<file path="src/rtl/lvds_rx_deframer_pkg.sv">
// Framing definitions for the 2-bit DDR LVDS I/Q sample link.
// The RX deframer and the TX framer both build on these constants.
package lvds_pkg;

    typedef enum logic [1:0] {
        ST_HUNT   = 2'd0,
        ST_VERIFY = 2'd1,
        ST_LOCKED = 2'd2
    } rxState_e;

    localparam int SAMPLE_W = 13;

    localparam logic [1:0]  SYNC_A     = 2'b10;
    localparam logic [1:0]  SYNC_B     = 2'b01;
    localparam logic        MARKER     = 1'b1;
    localparam logic [31:0] ZERO_FRAME = 32'h0000_0000;

    // Fixed bits: [31:30] sync A, [16] marker, [15:14] sync B, [0] zero.
    localparam logic [31:0] HEADER_MASK  = 32'hC001_C001;
    localparam logic [31:0] HEADER_VALUE = {SYNC_A, 13'd0, MARKER, SYNC_B, 13'd0, 1'b0};

    localparam int I_MSB = 29;
    localparam int I_LSB = 17;
    localparam int Q_MSB = 13;
    localparam int Q_LSB = 1;

    function automatic logic [31:0] buildFrame(input logic [SAMPLE_W-1:0] iSample,
                                               input logic [SAMPLE_W-1:0] qSample);
        return {SYNC_A, iSample, MARKER, SYNC_B, qSample, 1'b0};
    endfunction

    function automatic logic [7:0] satInc(input logic [7:0] value);
        return (value == 8'hFF) ? value : value + 8'd1;
    endfunction

endpackage

</file>
<file path="src/rtl/lvds_rx_deframer_frame_check.sv">
// Combinational decode of a 32-bit window of the bit stream into
// header/idle flags and the two sample fields.
module lvds_rx_frame_check
    import lvds_pkg::*;
(
    input  logic [31:0]         sr_i,
    output logic                isHeader_o,
    output logic                isIdle_o,
    output logic [SAMPLE_W-1:0] iSample_o,
    output logic [SAMPLE_W-1:0] qSample_o
);

    assign isHeader_o = (sr_i & HEADER_MASK) == HEADER_VALUE;
    assign isIdle_o   = (sr_i == ZERO_FRAME);
    assign iSample_o  = sr_i[I_MSB:I_LSB];
    assign qSample_o  = sr_i[Q_MSB:Q_LSB];

endmodule

</file>
<file path="src/rtl/lvds_rx_deframer.sv">
// LVDS RX deframer: hunts for the I/Q frame boundary, qualifies lock over
// several frames and pushes extracted samples into the RX FIFO.
module lvds_rx_deframer
    import lvds_pkg::*;
#(
    parameter int LOCK_FRAMES = 4,
    parameter int LOSS_FRAMES = 3
) (
    input  logic        i_ddr_clk,
    input  logic        i_rst,
    input  logic [1:0]  i_ddr_data,
    input  logic        i_rx_enable,
    input  logic        i_fifo_full,
    output logic        o_fifo_push,
    output logic [31:0] o_fifo_data,
    output logic        o_lock,
    output logic [7:0]  o_frame_err_cnt,
    output logic [7:0]  o_overflow_cnt,
    output logic [1:0]  o_state
);

    localparam logic [7:0] LOCK_N = 8'(LOCK_FRAMES);
    localparam logic [7:0] LOSS_N = 8'(LOSS_FRAMES);

    rxState_e            state_q;
    logic [31:0]         sr_q;
    logic [31:0]         sr_d;
    logic [3:0]          phase_q;
    logic [7:0]          good_q;
    logic [7:0]          bad_q;
    logic [7:0]          frameErr_q;
    logic [7:0]          overflow_q;
    logic                lock_q;
    logic                push_q;
    logic [31:0]         data_q;
    logic                isHeader;
    logic                isIdle;
    logic                frameSlot;
    logic [SAMPLE_W-1:0] iSample;
    logic [SAMPLE_W-1:0] qSample;

    assign sr_d      = {sr_q[29:0], i_ddr_data};
    assign frameSlot = (phase_q == 4'd15);

    lvds_rx_frame_check u_frameCheck (
        .sr_i       (sr_q),
        .isHeader_o (isHeader),
        .isIdle_o   (isIdle),
        .iSample_o  (iSample),
        .qSample_o  (qSample)
    );

    // The phase counter is re-zeroed on a HUNT match so that count 15 lines
    // up with the cycle in which the shift register holds a whole frame.
    always_ff @(posedge i_ddr_clk) begin
        if (i_rst) begin
            state_q    <= ST_HUNT;
            sr_q       <= '0;
            phase_q    <= '0;
            good_q     <= '0;
            bad_q      <= '0;
            frameErr_q <= '0;
            overflow_q <= '0;
            lock_q     <= 1'b0;
            push_q     <= 1'b0;
            data_q     <= '0;
        end else begin
            sr_q    <= sr_d;
            phase_q <= phase_q + 4'd1;
            push_q  <= 1'b0;
            if (!i_rx_enable) begin
                state_q <= ST_HUNT;
                lock_q  <= 1'b0;
                good_q  <= '0;
                bad_q   <= '0;
            end else begin
                unique case (state_q)
                    ST_HUNT: begin
                        if (isHeader) begin
                            phase_q <= '0;
                            good_q  <= 8'd1;
                            if (LOCK_N <= 8'd1) begin
                                state_q <= ST_LOCKED;
                                lock_q  <= 1'b1;
                            end else begin
                                state_q <= ST_VERIFY;
                            end
                        end
                    end
                    ST_VERIFY: begin
                        if (frameSlot) begin
                            if (isHeader) begin
                                good_q <= satInc(good_q);
                                if (good_q + 8'd1 >= LOCK_N) begin
                                    state_q <= ST_LOCKED;
                                    lock_q  <= 1'b1;
                                    bad_q   <= '0;
                                end
                            end else if (!isIdle) begin
                                state_q <= ST_HUNT;
                                good_q  <= '0;
                            end
                        end
                    end
                    ST_LOCKED: begin
                        // A bad frame never pushes, so it can never also count as an overflow.
                        if (frameSlot) begin
                            if (isHeader) begin
                                bad_q <= '0;
                                if (i_fifo_full) begin
                                    overflow_q <= satInc(overflow_q);
                                end else begin
                                    push_q <= 1'b1;
                                    data_q <= {3'b000, iSample, 3'b000, qSample};
                                end
                            end else if (!isIdle) begin
                                bad_q      <= satInc(bad_q);
                                frameErr_q <= satInc(frameErr_q);
                                if (bad_q + 8'd1 >= LOSS_N) begin
                                    state_q <= ST_HUNT;
                                    lock_q  <= 1'b0;
                                    good_q  <= '0;
                                    bad_q   <= '0;
                                end
                            end
                        end
                    end
                    default: begin
                        state_q <= ST_HUNT;
                        lock_q  <= 1'b0;
                    end
                endcase
            end
        end
    end

    assign o_fifo_push     = push_q;
    assign o_fifo_data     = data_q;
    assign o_lock          = lock_q;
    assign o_frame_err_cnt = frameErr_q;
    assign o_overflow_cnt  = overflow_q;
    assign o_state         = state_q;

endmodule

</file>
<file path="config.mk">
export PLATFORM = sky130hd
export DESIGN_NAME = lvds_rx_deframer
export DESIGN_NICKNAME = d
export VERILOG_FILES = /design/src/rtl/lvds_rx_deframer_pkg.sv /design/src/rtl/lvds_rx_deframer_frame_check.sv /design/src/rtl/lvds_rx_deframer.sv
export SDC_FILE = /design/constraint.sdc
export NUM_CORES = 1
export LEC_CHECK = 0
export ABC_AREA = 1
export BUFFER_PORTS_ARGS = -buffer_cell sky130_fd_sc_hd__buf_4
export CAP_MARGIN = 25
export CORE_ASPECT_RATIO = 0.7
export CORE_MARGIN = 2
export CORE_UTILIZATION = 52
export CTS_CLUSTER_SIZE = 40
export DETAILED_ROUTE_END_ITERATION = 7
export MAX_ROUTING_LAYER = met4
export PLACE_DENSITY_LB_ADDON = 0.08
export SYNTH_ARGS = -nofsm -noshare
export SYNTH_HDL_FRONTEND = slang
export SYNTH_SLANG_ARGS = --single-unit
</file>
<file path="constraint.sdc">
create_clock -name i_ddr_clk -period 1.5 [get_ports i_ddr_clk]
set_input_delay 0.225 -clock i_ddr_clk [delete_from_list [all_inputs] [get_ports i_ddr_clk]]
set_output_delay 0.225 -clock i_ddr_clk [all_outputs]
set_load 0.02 [all_outputs]
</file>
==> qor.csv <==
metric,value,unit
Die Width,113,um
buffers added on ports,51,
drt pass-1 iters,7,
antenna violations before repair,0,
"area leader, netlist",dfxtp_1,
share of the synthesized area in the top cell type,45.4,%
row cnt,27,
vias after detailed routing,4625,
CP arrival,2.08,ns
crit path time final,1.84,ns
syn avg cell area,7.23,um2
WS Path Type,flop to flop,
CTS Buf Count,9,
Crit path max-delay family,simple AND/OR/NAND/NOR gates,
crit path cell chain,ha_4 -> nand2_4 -> buf_4 -> a21oi_1 -> nand3_1 -> nor2_2 -> nand3_2 -> nand3_4 -> nand2_1 -> nand2_1 -> nor2_1,
Post-CTS Hold Buffers,0,
H-tree Lvls,3,
most frequent cells after synthesis,"nor2_1, nand2_1, dfxtp_1, inv_1, a21oi_1",
crit-path max FO,5,
Yosys reg bits,98,
slowest cell on the critical path,dfxtp_4,
main flop type after synthesis,dfxtp_1,
failing checks,"design-rule violations, negative setup slack",
Post-Route WL,14200,um
antenna diode count,0,
Clock transition at path regs,0.07,ns
Critical Path Most Common Cell,nand2_1,
skew final,0.00435,ns
fin area,6800,um2
CTS max path bufs,2,
final setup margin,-0.336,ns
antenna-violating nets left,0,
initial DRC count,502,
"FFs w/ async S/R, synth",0,%
Syn-to-layout area delta,57.3,%
Finish-stage setup viols,62,
yosys warns,0,
setup_tns,-11.70,ns
status,"complete, but fails checks",
pin count of the biggest net entering global routing,36,
Slew Limit Fails,0,
gr usage total,28.0,%
fin crit share,122,%
RSZ-0062 raised after global routing,yes,
die area,9080,um2
Overall Power,5.20,mW
"top cells by area, synth","dfxtp_1, nor2_1, nand2_1",
CTS Sinks,98,
Peak supply drop,0.771,mV
Max Cap Viol,0,
top layer in use,met4,
Worst setup SP type,flop,
class of the worst hold path,input port to flop,
Final nets,757,
vias in the first global route,4077,
CP peak stage delay,0.39,ns
Yosys cell types,33,
Syn Std Cell Area,4330,um2
WL per Instance,16.7,um
sequential share of the synthesized area,45.4,%
GRT overflow,0,
M1 WL,6210,um
"EDFF count, synth",0,
CTS tree,done,
FMAX,0.545,GHz
Final Hold Vio Count,0,
layout cells sized above 1,45.8,%
met2 WL post-DR,6530,um
Routability Congestion,0.944,
vias per cell,5.47,
Post-DP Area,5370,um2
CP Capture Type,flop,
first-pass GRT wire length,19700,um
Power Density,764,nW/um2
clock root buffer,clkbuf_16,
Critical Path RT,1.75,ns
critical path buffer and inverter count,1,
wire length on met3,1070,um
clk_lat worst skew,0.35,ns
top-count cell post-synth,nor2_1,
I/O pin count,58,
LEAKAGE,2.95,nW
Starting Density,54.3,%
Cells after Synth,598,
die height,80.3,um
Post-route DRC,8,
Detailed Place HPWL,7260,um
Core ar.,7970,um2
-- metal layers --
| metal | up-vias | global-route usage [%] |
|---|---|---|
| li1 | 2161 | - |
| met1 | 2217 | 37.5 |
| met2 | 209 | 44.0 |
| met3 | 38 | 5.74 |
| met4 | 0 | 6.83 |
| met5 | - | - |
-- power breakdown --
part           total, mW  internal [mW]  switching, mW
clock network       2.36           1.31           1.05
registers           2.62           2.61         0.0140
logic              0.214         0.0758          0.138
-- cell families after synthesis --
kind of cell,count (synthesis),share of synthesized area [%]
AND/OR/NAND/NOR,277,28.1
buffers and inverters,113,10.9
flip-flops,98,45.4
AO/OA/AOI/OAI,92,11.1
adder cells (fa/ha/maj),11,3.18
XOR/XNOR,6,1.21
other,1,0.0867
-- area by class of cell --
class | instances | area, um2
Multi-Input combinational cell | 395 | 2680
Sequential cell | 98 | 2010
Timing Repair Buffer | 146 | 1330
Fill cell | 407 | 1170
Inverter | 90 | 365
Clock buffer | 9 | 225
Tap cell | 101 | 126
Clock inverter | 7 | 76.3
-- worst min-delay path, stage by stage --
cell and delay [ns]:
buf_4 0.08, inv_1 0.03, nor2_1 0.06
-- through the flow --
stage,cells,hold slack [ns],util [%],setup slack [ns]
final,846,0.0780,85.3,-0.336
after CTS,837,0.0753,77.9,-0.193
after global routing,846,0.0737,85.3,-0.437
after detailed placement,799,0.435,67.3,-0.244
after global placement,799,0.429,67.3,-0.229
after floorplan,603,0.332,-,-0.0271
-- sequential cells by signal, indices dropped and copies added (netlist names) --
signal           flops
o_overflow_cnt       8
good_q               8
sr_q                32
o_frame_err_cnt      8
o_fifo_data         26
bad_q                8
o_state              2
o_fifo_push          1
o_lock               1
phase_q              4
-- layout by cell type (no fill, tap or decap), drive strengths merged --
cell / instances
a21oi: 46
o21ai: 39
nor2: 109
dfxtp: 98
xor2: 2
a211oi: 1
a21boi: 1
nand3b: 3
nor3: 9
buf: 144
bufinv: 1
clkbuf: 11
nand4: 9
clkinv: 5
nand2: 106
nor4: 1
o211ai: 1
or2: 1
nand3: 39
nor3b: 3
conb: 6
inv: 90
clkinvlp: 1
ha: 11
xnor2: 4
o21bai: 4
-- final timing paths --
path	startpoint	endpoint	depth (start not counted)	slack (ns)
worst min-delay path	i_ddr_data[1]	sr_q[1]$_SDFF_PP0_	3	0.08
worst max-delay path	bad_q[1]$_SDFFE_PP0P_	bad_q[1]$_SDFFE_PP0P_	11	-0.34
worst min register to register	sr_q[15]$_SDFF_PP0_	sr_q[17]$_SDFF_PP0_	2	0.46
worst max register to register	bad_q[1]$_SDFFE_PP0P_	bad_q[1]$_SDFFE_PP0P_	11	-0.34
-- what timing repair did --
| item | in CTS | in global routing |
|---|---|---|
| endpoints found under the setup margin | 58 | 63 |
| resized for setup | 112 | 130 |
| pin swaps | 25 | 38 |
| gates cloned | 7 | 2 |
| setup buffers | 16 | 9 |
No activity file was read; power rests on OpenSTA's default activity.
